==> src/rtl/serial_adder_pkg.sv <==
// Shared types for the bit-serial adder sequencer: FSM state encoding and
// the counter-width helper.
package serial_adder_pkg;

    typedef enum logic [1:0] {
        SA_IDLE,
        SA_SHIFT,
        SA_DONE
    } sa_state_e;

    function automatic int sa_cnt_w(input int width);
        return $clog2(width + 1);
    endfunction

endpackage

==> src/rtl/serial_adder_shreg.sv <==
// Load / shift-right register with zero fill. Only the LSB leaves the block,
// since that is the bit fed to the full adder each cycle.
module serial_adder_shreg #(
    parameter int W = 8
) (
    input  logic         clk_i,
    input  logic         reset_i,
    input  logic         load_i,
    input  logic         shift_i,
    input  logic [W-1:0] d_i,
    output logic         lsb_o
);

    logic [W-1:0] q_q, q_d;

    always_comb begin
        q_d = q_q;
        if (load_i)
            q_d = d_i;
        else if (shift_i)
            q_d = {1'b0, q_q[W-1:1]};
    end

    always_ff @(posedge clk_i) begin
        if (reset_i)
            q_q <= '0;
        else
            q_q <= q_d;
    end

    assign lsb_o = q_q[0];

endmodule

==> src/rtl/serial_adder_seq.sv <==
// Bit-serial adder sequencer: feeds an external combinational full adder
// LSB-first over WIDTH cycles and returns the sum and carry on a held handshake.
module serial_adder_seq
    import serial_adder_pkg::*;
#(
    parameter int WIDTH = 8
) (
    input  logic             clk_i,
    input  logic             reset_i,
    input  logic             in_valid_i,
    output logic             in_ready_o,
    input  logic [WIDTH-1:0] a_i,
    input  logic [WIDTH-1:0] b_i,
    input  logic             cin_i,
    output logic             fa_a_o,
    output logic             fa_b_o,
    output logic             fa_cin_o,
    input  logic             fa_sum_i,
    input  logic             fa_cout_i,
    output logic             out_valid_o,
    input  logic             out_ready_i,
    output logic [WIDTH-1:0] sum_o,
    output logic             cout_o,
    output logic             busy_o
);

    localparam int CNT_W = sa_cnt_w(WIDTH);

    sa_state_e        state_q, state_d;
    logic [WIDTH-1:0] sum_q, sum_d;
    logic             carry_q, carry_d;
    logic [CNT_W-1:0] bit_cnt_q, bit_cnt_d;
    logic [WIDTH-1:0] res_sum_q, res_sum_d;
    logic             res_cout_q, res_cout_d;
    logic             load, shift;
    logic             a_lsb, b_lsb;

    serial_adder_shreg #(.W(WIDTH)) u_a_shreg (
        .clk_i   (clk_i),
        .reset_i (reset_i),
        .load_i  (load),
        .shift_i (shift),
        .d_i     (a_i),
        .lsb_o   (a_lsb)
    );

    serial_adder_shreg #(.W(WIDTH)) u_b_shreg (
        .clk_i   (clk_i),
        .reset_i (reset_i),
        .load_i  (load),
        .shift_i (shift),
        .d_i     (b_i),
        .lsb_o   (b_lsb)
    );

    always_comb begin
        state_d    = state_q;
        sum_d      = sum_q;
        carry_d    = carry_q;
        bit_cnt_d  = bit_cnt_q;
        res_sum_d  = res_sum_q;
        res_cout_d = res_cout_q;
        load       = 1'b0;
        shift      = 1'b0;
        fa_a_o     = 1'b0;
        fa_b_o     = 1'b0;
        fa_cin_o   = 1'b0;
        case (state_q)
            SA_IDLE: begin
                if (in_valid_i) begin
                    load      = 1'b1;
                    sum_d     = '0;
                    carry_d   = cin_i;
                    bit_cnt_d = '0;
                    state_d   = SA_SHIFT;
                end
            end
            SA_SHIFT: begin
                shift     = 1'b1;
                fa_a_o    = a_lsb;
                fa_b_o    = b_lsb;
                fa_cin_o  = carry_q;
                sum_d     = {fa_sum_i, sum_q[WIDTH-1:1]};
                carry_d   = fa_cout_i;
                bit_cnt_d = bit_cnt_q + CNT_W'(1);
                // Result registers only change here, so the last result
                // survives the next load of sum_q.
                if (bit_cnt_q == CNT_W'(WIDTH - 1)) begin
                    res_sum_d  = sum_d;
                    res_cout_d = fa_cout_i;
                    state_d    = SA_DONE;
                end
            end
            SA_DONE: begin
                if (out_ready_i)
                    state_d = SA_IDLE;
            end
            default: state_d = SA_IDLE;
        endcase
    end

    always_ff @(posedge clk_i) begin
        if (reset_i) begin
            state_q    <= SA_IDLE;
            sum_q      <= '0;
            carry_q    <= 1'b0;
            bit_cnt_q  <= '0;
            res_sum_q  <= '0;
            res_cout_q <= 1'b0;
        end else begin
            state_q    <= state_d;
            sum_q      <= sum_d;
            carry_q    <= carry_d;
            bit_cnt_q  <= bit_cnt_d;
            res_sum_q  <= res_sum_d;
            res_cout_q <= res_cout_d;
        end
    end

    assign in_ready_o  = (state_q == SA_IDLE);
    assign out_valid_o = (state_q == SA_DONE);
    assign busy_o      = (state_q != SA_IDLE);
    assign sum_o       = res_sum_q;
    assign cout_o      = res_cout_q;

endmodule

==> config.mk <==
export PLATFORM = sky130hd
export DESIGN_NAME = serial_adder_seq
export DESIGN_NICKNAME = d
export VERILOG_FILES = /design/src/rtl/serial_adder_pkg.sv /design/src/rtl/serial_adder_shreg.sv /design/src/rtl/serial_adder_seq.sv
export SDC_FILE = /design/constraint.sdc
export NUM_CORES = 1
export LEC_CHECK = 0
export BUFFER_PORTS_ARGS = -buffer_cell sky130_fd_sc_hd__buf_2
export CAP_MARGIN = 15
export CORE_MARGIN = 10
export CORE_UTILIZATION = 52
export CTS_BUF_LIST = sky130_fd_sc_hd__clkbuf_16
export CTS_CLUSTER_SIZE = 28
export DETAILED_ROUTE_END_ITERATION = 10
export GPL_TIMING_DRIVEN = 0
export HOLD_SLACK_MARGIN = 0.05
export PLACE_DENSITY = 0.84
export SLEW_MARGIN = 20
export SYNTH_ARGS = -nofsm -noshare
export SYNTH_HDL_FRONTEND = slang
export SYNTH_SLANG_ARGS = --single-unit
export TNS_END_PERCENT = 100
==> constraint.sdc <==
create_clock -name clk_i -period 1.4 [get_ports clk_i]
set_input_delay 0.07 -clock clk_i [delete_from_list [all_inputs] [get_ports clk_i]]
set_output_delay 0.07 -clock clk_i [all_outputs]
set_load 0.02 [all_outputs]
; Word-level counts from Yosys, hierarchy flattened
; Index checks and enable logic that the tools add are counted.
[word_totals]
regBits = 40
in_bits = 23
out_inout_bits = 15
wordCells = 42
[op_classes]
n_addsub = 1
eq_ne = 6
muxes = 20
reduce_logical = 7
[op_table]
columns = operator, count
row1 = $mux 8, 5
row2 = $pmux 8 s2, 1
row3 = $pmux 4 s2, 1
row4 = $mux 1, 7
row5 = $mux 2, 3
row6 = $pmux 2 s3, 1
row7 = $reduce_bool 2->1, 3
row8 = $add 4x1->4 const B, 1
row9 = $eq 4x3->1 const B, 1
row10 = $mux 4, 1
row11 = $ne 2x2->1 const B, 2
row12 = $reduce_and 2->1, 2
row13 = $reduce_and 3->1, 1
row14 = $eq 2x1->1 const B, 1
row15 = $eq 2x2->1 const B, 1
row16 = $logic_not 2->1, 1
row17 = $ne 2x1->1 const B, 1
row18 = $pmux 1 s2, 1

; Depth between registers and ports, before layout
; Gate-level depths: netlist (run 1).
[depth]
word_depth = 4
ltp_mapped = 6
depth_no_buf = 4

; Modules after synthesis
; A second synthesis (run 1) with hierarchy kept.
[hier_totals]
cells_unflattened = 172
area_unflattened_um2 = 1737.9
[by_module_without_submodules]
columns = mod, instances, cells_each, area_each_um2, seq_area_each_um2
row1 = serial_adder_seq, 1, 102, 999.7, 460.4
row2 = serial_adder_shreg, 2, 35, 369.1, 160.2

; Least setup slack after synthesis (run 1)
; Ideal clock, no wire load.
[synth_path]
path_type = reg-to-reg
start = register bit_cnt_q[0]
end = register res_cout_q, in the netlist cout_o
setup_ns = 0.072
arrival_time_ns = 1.176
required_ns = 1.328
path_slack_ns = 0.152
path_stages_with_launch = 5
n_path_buf = 0
synth_period_minus_slack_ns = 1.248
path_cell_list = dfxtp_1 -> ha_1 -> nand4b_1 -> nor2_4 -> mux2i_1
[synth_between]
elab_chain_len = 2
[synth_rtl]
columns = element, line
row1 = from (decl), serial_adder_seq.sv:32  ; logic [CNT_W-1:0] bit_cnt_q, bit_cnt_d;
row2 = from (signal assigned), serial_adder_seq.sv:114  ; bit_cnt_q <= bit_cnt_d;
row3 = $eq 4x3->1, serial_adder_seq.sv:88  ; if (bit_cnt_q == CNT_W'(WIDTH - 1)) begin
row4 = $reduce_and 2->1 (no line), --
row5 = to (signal assigned), serial_adder_seq.sv:116  ; res_cout_q <= res_cout_d;
row6 = to (decl), serial_adder_seq.sv:34  ; logic res_cout_q, res_cout_d;
; Every way passes these cells.
; A chain may end at the register's enable or synchronous reset.

; Final worst setup path (run 1)
[layout_path]
start = register state_q[0]
end = output port fa_cin_o
[layout_between]
elab_chain_len = 2
[layout_rtl]
columns = element, line
row1 = from (decl), serial_adder_seq.sv:29  ; sa_state_e state_q, state_d;
row2 = from (signal assigned), serial_adder_seq.sv:111  ; state_q <= state_d;
row3 = $eq 2x1->1, serial_adder_seq.sv:68  ; case (state_q)
row4 = $mux 1, serial_adder_seq.sv:68
row5 = to (decl), serial_adder_seq.sv:17  ; output logic fa_cin_o,
; Every way passes these cells.

==> results of run 1 <==
## cell families (layout without fill, tap and decap cells)
logic type	after synthesis	count (layout)	synth area share, %
buf+inv	17	71	5.68
flops	39	39	47.9
compound gates	47	47	20.9
fa+ha+maj	1	1	0.767
mux	9	9	5.53
simple gates	63	63	19.3
## per-stage QoR
stage	cells	util, %
final	274	71.7
after global routing	274	71.7
after CTS	269	68.8
after detailed placement	256	61.6
after global placement	256	61.6
after floorplan	176	-
## cell usage after synthesis
cell type	number
a22oi_1	8
a211oi_1	16
dfxtp_1	39
o21ba_2	2
nand2_1	5
inv_1	1
nand4b_1	1
nor3_1	1
nor2_1	29
nor2_4	1
o22ai_1	15
and2_1	3
ha_1	1
clkbuf_1	6
a32oi_1	2
buf_6	3
a21oi_1	1
mux2i_1	9
inv_2	1
o21bai_1	1
nand3_1	2
nor2b_1	1
or4_1	1
a31oi_1	1
buf_2	5
nand2b_1	19
clkinv_1	1
o32a_1	1
## power by group
part	switching, W	internal (W)
sequential	0.0000295	0.00116
combinational	0.000149	0.000141
clock	0.000411	0.000642
## area by class of cell
| class | instances | area, um2 |
|---|---|---|
| fillers | 247 | 858 |
| flip-flops and latches | 39 | 785 |
| multi-input cells | 120 | 781 |
| repair buffers | 46 | 287 |
| clock buffers | 5 | 125 |
| plain buffers | 14 | 106 |
| well taps | 44 | 55.1 |
| inverters | 3 | 18.8 |
| clock inverters | 3 | 12.5 |
## worst max-delay path, delay by kind of cell (launching register included)
| family | cells | cell delay [ps] |
|---|---|---|
| buffers and inverters | 3 | 400 |
| flip-flops | 1 | 340 |
| AND/OR/NAND/NOR | 2 | 270 |
## state kept, by name, summed over array words and instances, names as in the netlist
name,cells
bit_cnt_q,4
carry_q,1
cout_o,1
state_q,2
sum_o,8
sum_q,7
u_a_shreg.q_q,8
u_b_shreg.q_q,8
## worst paths after layout
kind               from      endpoint  cells past startpoint
max          state_q[0]      fa_cin_o                      5
min           fa_cout_i        cout_o                      3
max reg2reg  state_q[0]  bit_cnt_q[3]                      5
min reg2reg      cout_o        cout_o                      2
## timing repair
action | CTS | global route
endpoints found under the setup margin | 13 | 39
buffers inserted | 5 | 5
pin swaps | 1 | 3
resized for setup | 11 | 20
cloned | 0 | 0
## per-layer routing
metal / part of all wire [%] / GRT usage (%)
met1: 42 / 15.1
met2: 49 / 21.6
met3: 7.1 / 6.01
met4: 2.1 / 5.87
met5: 0 / 0
==> flow_metrics.tcl, run 1 <==
set metrics [dict create \
    drtPass1Iterations 4 \
    hold_path_class "input pin to register" \
    vias 1480 \
    worst_pin_slew_ps 502 \
    layout_common_cells "dfxtp_1, buf_2, nor2_1" \
    power.leakage_nw 0.892 \
    crit_slowest_cell "dfxtp_2" \
    clk_latency_ps 280 \
    slew_viol_final 0 \
    synthCells 176 \
    avgSynthCellArea_um2 9.26 \
    hold_viol 0 \
    drc 0 \
    dp_slack_ps -51.2 \
    slew_headroom_pct 66.5 \
    diodes 0 \
    fin_setup_tns_ps 0 \
    die_h_um 76.0 \
    final_common_cell "dfxtp_1" \
    grt_util_all_layers_pct 13.5 \
    finalWorstSetupSlack_ps 31.5 \
    dieArea_um2 5780 \
    drt.antenna.violating_nets 0 \
    yosysTopAreaCellShare_pct 47.9 \
    path_max_fanout 6 \
    power_w 0.00254 \
    core_area_um2 3030 \
    area_growth_pct 33.1 \
    clock-root-buffer "clkbuf_16" \
    gp_congestion 0.843 \
    power_density_nw_per_um2 1170 \
    stdcell_area_um2 2170 \
    crit_type "register to output pin" \
    std_cell_rows 20 \
    cts_buffers 5 \
    path_cells "buf_6 > nor2b_4 > buf_6 > and2_1 > buf_2" \
    ir_worst_vdd_mv 1.03 \
    grt_start_max_net_pins 12 \
    grt_pass1_vias 1478 \
    ys_seq_elements 39 \
    tritoncts "built" \
    io_buffers 36 \
    synth_cell_types 28 \
    critPathLaunchType "register" \
    required_ps 1330 \
    routed_wl_mm 4.08 \
    hold_slack_ps 57.8 \
    maxCapViolCount 0 \
    die_w_um 76.0 \
    grt_pass1_wl_mm 6.66 \
    max_stage_delay_ps 340 \
    yosys.area.top_type "dfxtp_1" \
    dpl.hpwl_mm 2.75 \
    h-tree-depth 2 \
    placed_area_um2 1870 \
    clk_pin_slew_ps 60 \
    cts_hold_buf 0 \
    fin_crit_ps 1370 \
    ys_seq_area_share_pct 47.9 \
    num_io_pins 38 \
    mappedNetlistArea_um2 1630 \
    ys_warn_count 0 \
    nets 253 \
    setup.worst_path.end_class "output pin" \
    fmax_ghz 0.731 \
    fin_crit_sh_pct 97.8 \
    skew_ps 6.60 \
    syn_nets 200 \
    grt.overflow.total 0 \
    clockBufferDepth 2 \
    setup_violations 0 \
    status "complete, no violations" \
    routed_via_density 5.40 \
    clkSinkCount 39 \
    crit_path_frequent_cell "buf_6" \
    drt_iter0_markers 98 \
    ys_top_cells_by_area "dfxtp_1, a211oi_1, nand2b_1" \
    routedWlPerCell_um 14.9 \
    antenna_found_initial 0 \
    initial_core_util_pct 53.8 \
    cp.arrival_ps 1300 \
    final_layout_size_suffix_gt1_share_pct 32.6 \
    r2r_slack_ps 60 \
]
Note: power is estimated with default switching activity, not from simulation.
==> run 2: changes to the inputs <==
--- a/config.mk
+++ b/config.mk
@@ -5,16 +5,16 @@
 export SDC_FILE = /design/constraint.sdc
 export NUM_CORES = 1
 export LEC_CHECK = 0
-export BUFFER_PORTS_ARGS = -buffer_cell sky130_fd_sc_hd__buf_2
 export CAP_MARGIN = 15
 export CORE_MARGIN = 10
 export CORE_UTILIZATION = 52
 export CTS_BUF_LIST = sky130_fd_sc_hd__clkbuf_16
 export CTS_CLUSTER_SIZE = 28
 export DETAILED_ROUTE_END_ITERATION = 10
+export DONT_BUFFER_PORTS = 1
 export GPL_TIMING_DRIVEN = 0
 export HOLD_SLACK_MARGIN = 0.05
-export PLACE_DENSITY = 0.84
+export PLACE_DENSITY = 0.73
 export SLEW_MARGIN = 20
 export SYNTH_ARGS = -nofsm -noshare
 export SYNTH_HDL_FRONTEND = slang
==> run 2 against run 1 <==
Net effect: largest power group unchanged; sequential cell count stayed put; highest routed layer unchanged; critical path type unchanged; count of clock-buffer cells in the layout stayed put; worst setup slack worse by 23 ps; global-route usage is 1.2 points higher; die area stayed put.
==> flow_metrics.tcl, run 2 (same netlist as run 1, synthesis figures left out) <==
set metrics [dict create \
    ir_worst_vdd_mv 0.852 \
    crit_slowest_cell "nor2_2" \
    drt.antenna.violating_nets 0 \
    core_area_um2 3030 \
    area_growth_pct 29.2 \
    setup.worst_path.end_class "output pin" \
    clockBufferDepth 2 \
    maxCapViolCount 0 \
    clk_pin_slew_ps 50 \
    worst_pin_slew_ps 559 \
    slew_viol_final 0 \
    drc 0 \
    power.leakage_nw 0.758 \
    path_cells "buf_4 > nor2_2 > inv_1" \
    slew_headroom_pct 62.7 \
    die_w_um 76.0 \
    layout_common_cells "dfxtp_1, nor2_1, nand2b_1" \
    crit_buf_inv 2 \
    hp-start "fa_cout_i" \
    gp_congestion 0.744 \
    grt_util_all_layers_pct 14.7 \
    grt_pass1_wl_mm 7.08 \
    routed_via_density 5.81 \
    power_density_nw_per_um2 1200 \
    r2r_start "bit_cnt_q[0]" \
    fin_crit_ps 1390 \
    path_max_fanout 8 \
    hold_path_class "input pin to register" \
    fmax_ghz 0.719 \
    required_ps 1330 \
    drtPass1Iterations 4 \
    utilization_pct 69.5 \
    finalNonFillerCells 248 \
    grt_pass1_vias 1391 \
    power_w 0.00253 \
    die_h_um 76.0 \
    routedWlPerCell_um 17.6 \
    rsz0062_at_grt "true" \
    crit_type "register to output pin" \
    vias 1441 \
    setup_violations 0 \
    std_cell_rows 20 \
    initial_core_util_pct 53.8 \
    dieArea_um2 5780 \
    cts_buffers 5 \
    clk_latency_ps 280 \
    final_common_cell "dfxtp_1" \
    routed_wl_mm 4.37 \
    nets 227 \
    hold_viol 0 \
    tritoncts "built" \
    hold_slack_ps 67.4 \
    clkSinkCount 39 \
    antenna_found_initial 0 \
    status "complete, no violations" \
    cp.arrival_ps 1320 \
    critPathLaunchType "register" \
    grt.overflow.total 0 \
    final_layout_size_suffix_gt1_share_pct 18.1 \
    fillers 219 \
    h-tree-depth 2 \
    io_buffers 0 \
    dpl.hpwl_mm 2.84 \
    max_stage_delay_ps 360 \
    skew_ps 4.27 \
    fin_crit_sh_pct 99.4 \
    diodes 0 \
    grt_start_max_net_pins 12 \
    path_delay_family "buffers and inverters" \
    num_io_pins 38 \
    placed_cells 220 \
    clock-root-buffer "clkbuf_16" \
    drt_iter0_markers 98 \
    startpoint "state_q[1]" \
]
run 2: cell count changes in the layout (fill, tap and decap cells not counted), moves of 2 or more:
cell           before  now
a211oi_2            0    5
and2_1              2    0
clkinv_1            0    2
dlygate4sd3_1       0   17
and2_4              1    3
buf_2              34    2
buf_4              11    3
a211oi_1           16   11
buf_6               9    5
run 2: power by group:
group,internal [W],switching (W)
Sequential,0.00116,0.0000328
Combinational,0.000138,0.000152
Clock,0.000640,0.000403
run 2: area by class of cell:
class	instances	area, um2	share of cell area, %
tap	44	55.1	2.61
multi-input combinational	120	810	38.4
clock inverter	3	11.3	0.535
inverter	3	12.5	0.594
sequential	39	787	37.4
clock buffer	5	125	5.94
timing repair buffer	20	209	9.92
buffer	14	96.3	4.58
run 2: path summary, 6_finish.rpt:
| check | to | slack [ps] | depth (start not counted) |
|---|---|---|---|
| worst max-delay path | busy_o | 9 | 3 |
| worst min-delay path | carry_q | 70 | 2 |
| worst max register to register | sum_o[3] | 9 | 5 |
| worst min register to register | bit_cnt_q[0] | 470 | 1 |
run 2: metrics by stage:
stage	setup TNS [ps]	cell area (um2)	setup WS [ps]
2_1_floorplan	0	1630	152
3_3_place_gp	-59.9	1690	-59.9
3_5_place_dp	-349	1690	-83.9
4_1_cts	-204	2050	-60.1
5_1_grt	-236	2110	-45.2
6_report	0	2110	8.60
run 2: repair_timing:
action,CTS,global route
hold endpoints to repair,18,0
gates resized for setup,13,18
hold buffers,17,0
setup endpoints to repair,16,24
pin swaps,1,3
buffers inserted,2,1
run 2: routing by layer:
metal / share of wire [%] / wire (um) / vias up / global-route usage, %
met1: 40 / 1760 / 685 / 17.0
li1: - / - / 684 / -
met5: 0 / 0 / - / 0
met3: 7.8 / 342 / 15 / 6.96
met4: 2.2 / 96 / 0 / 4.92
met2: 50 / 2170 / 57 / 23.0
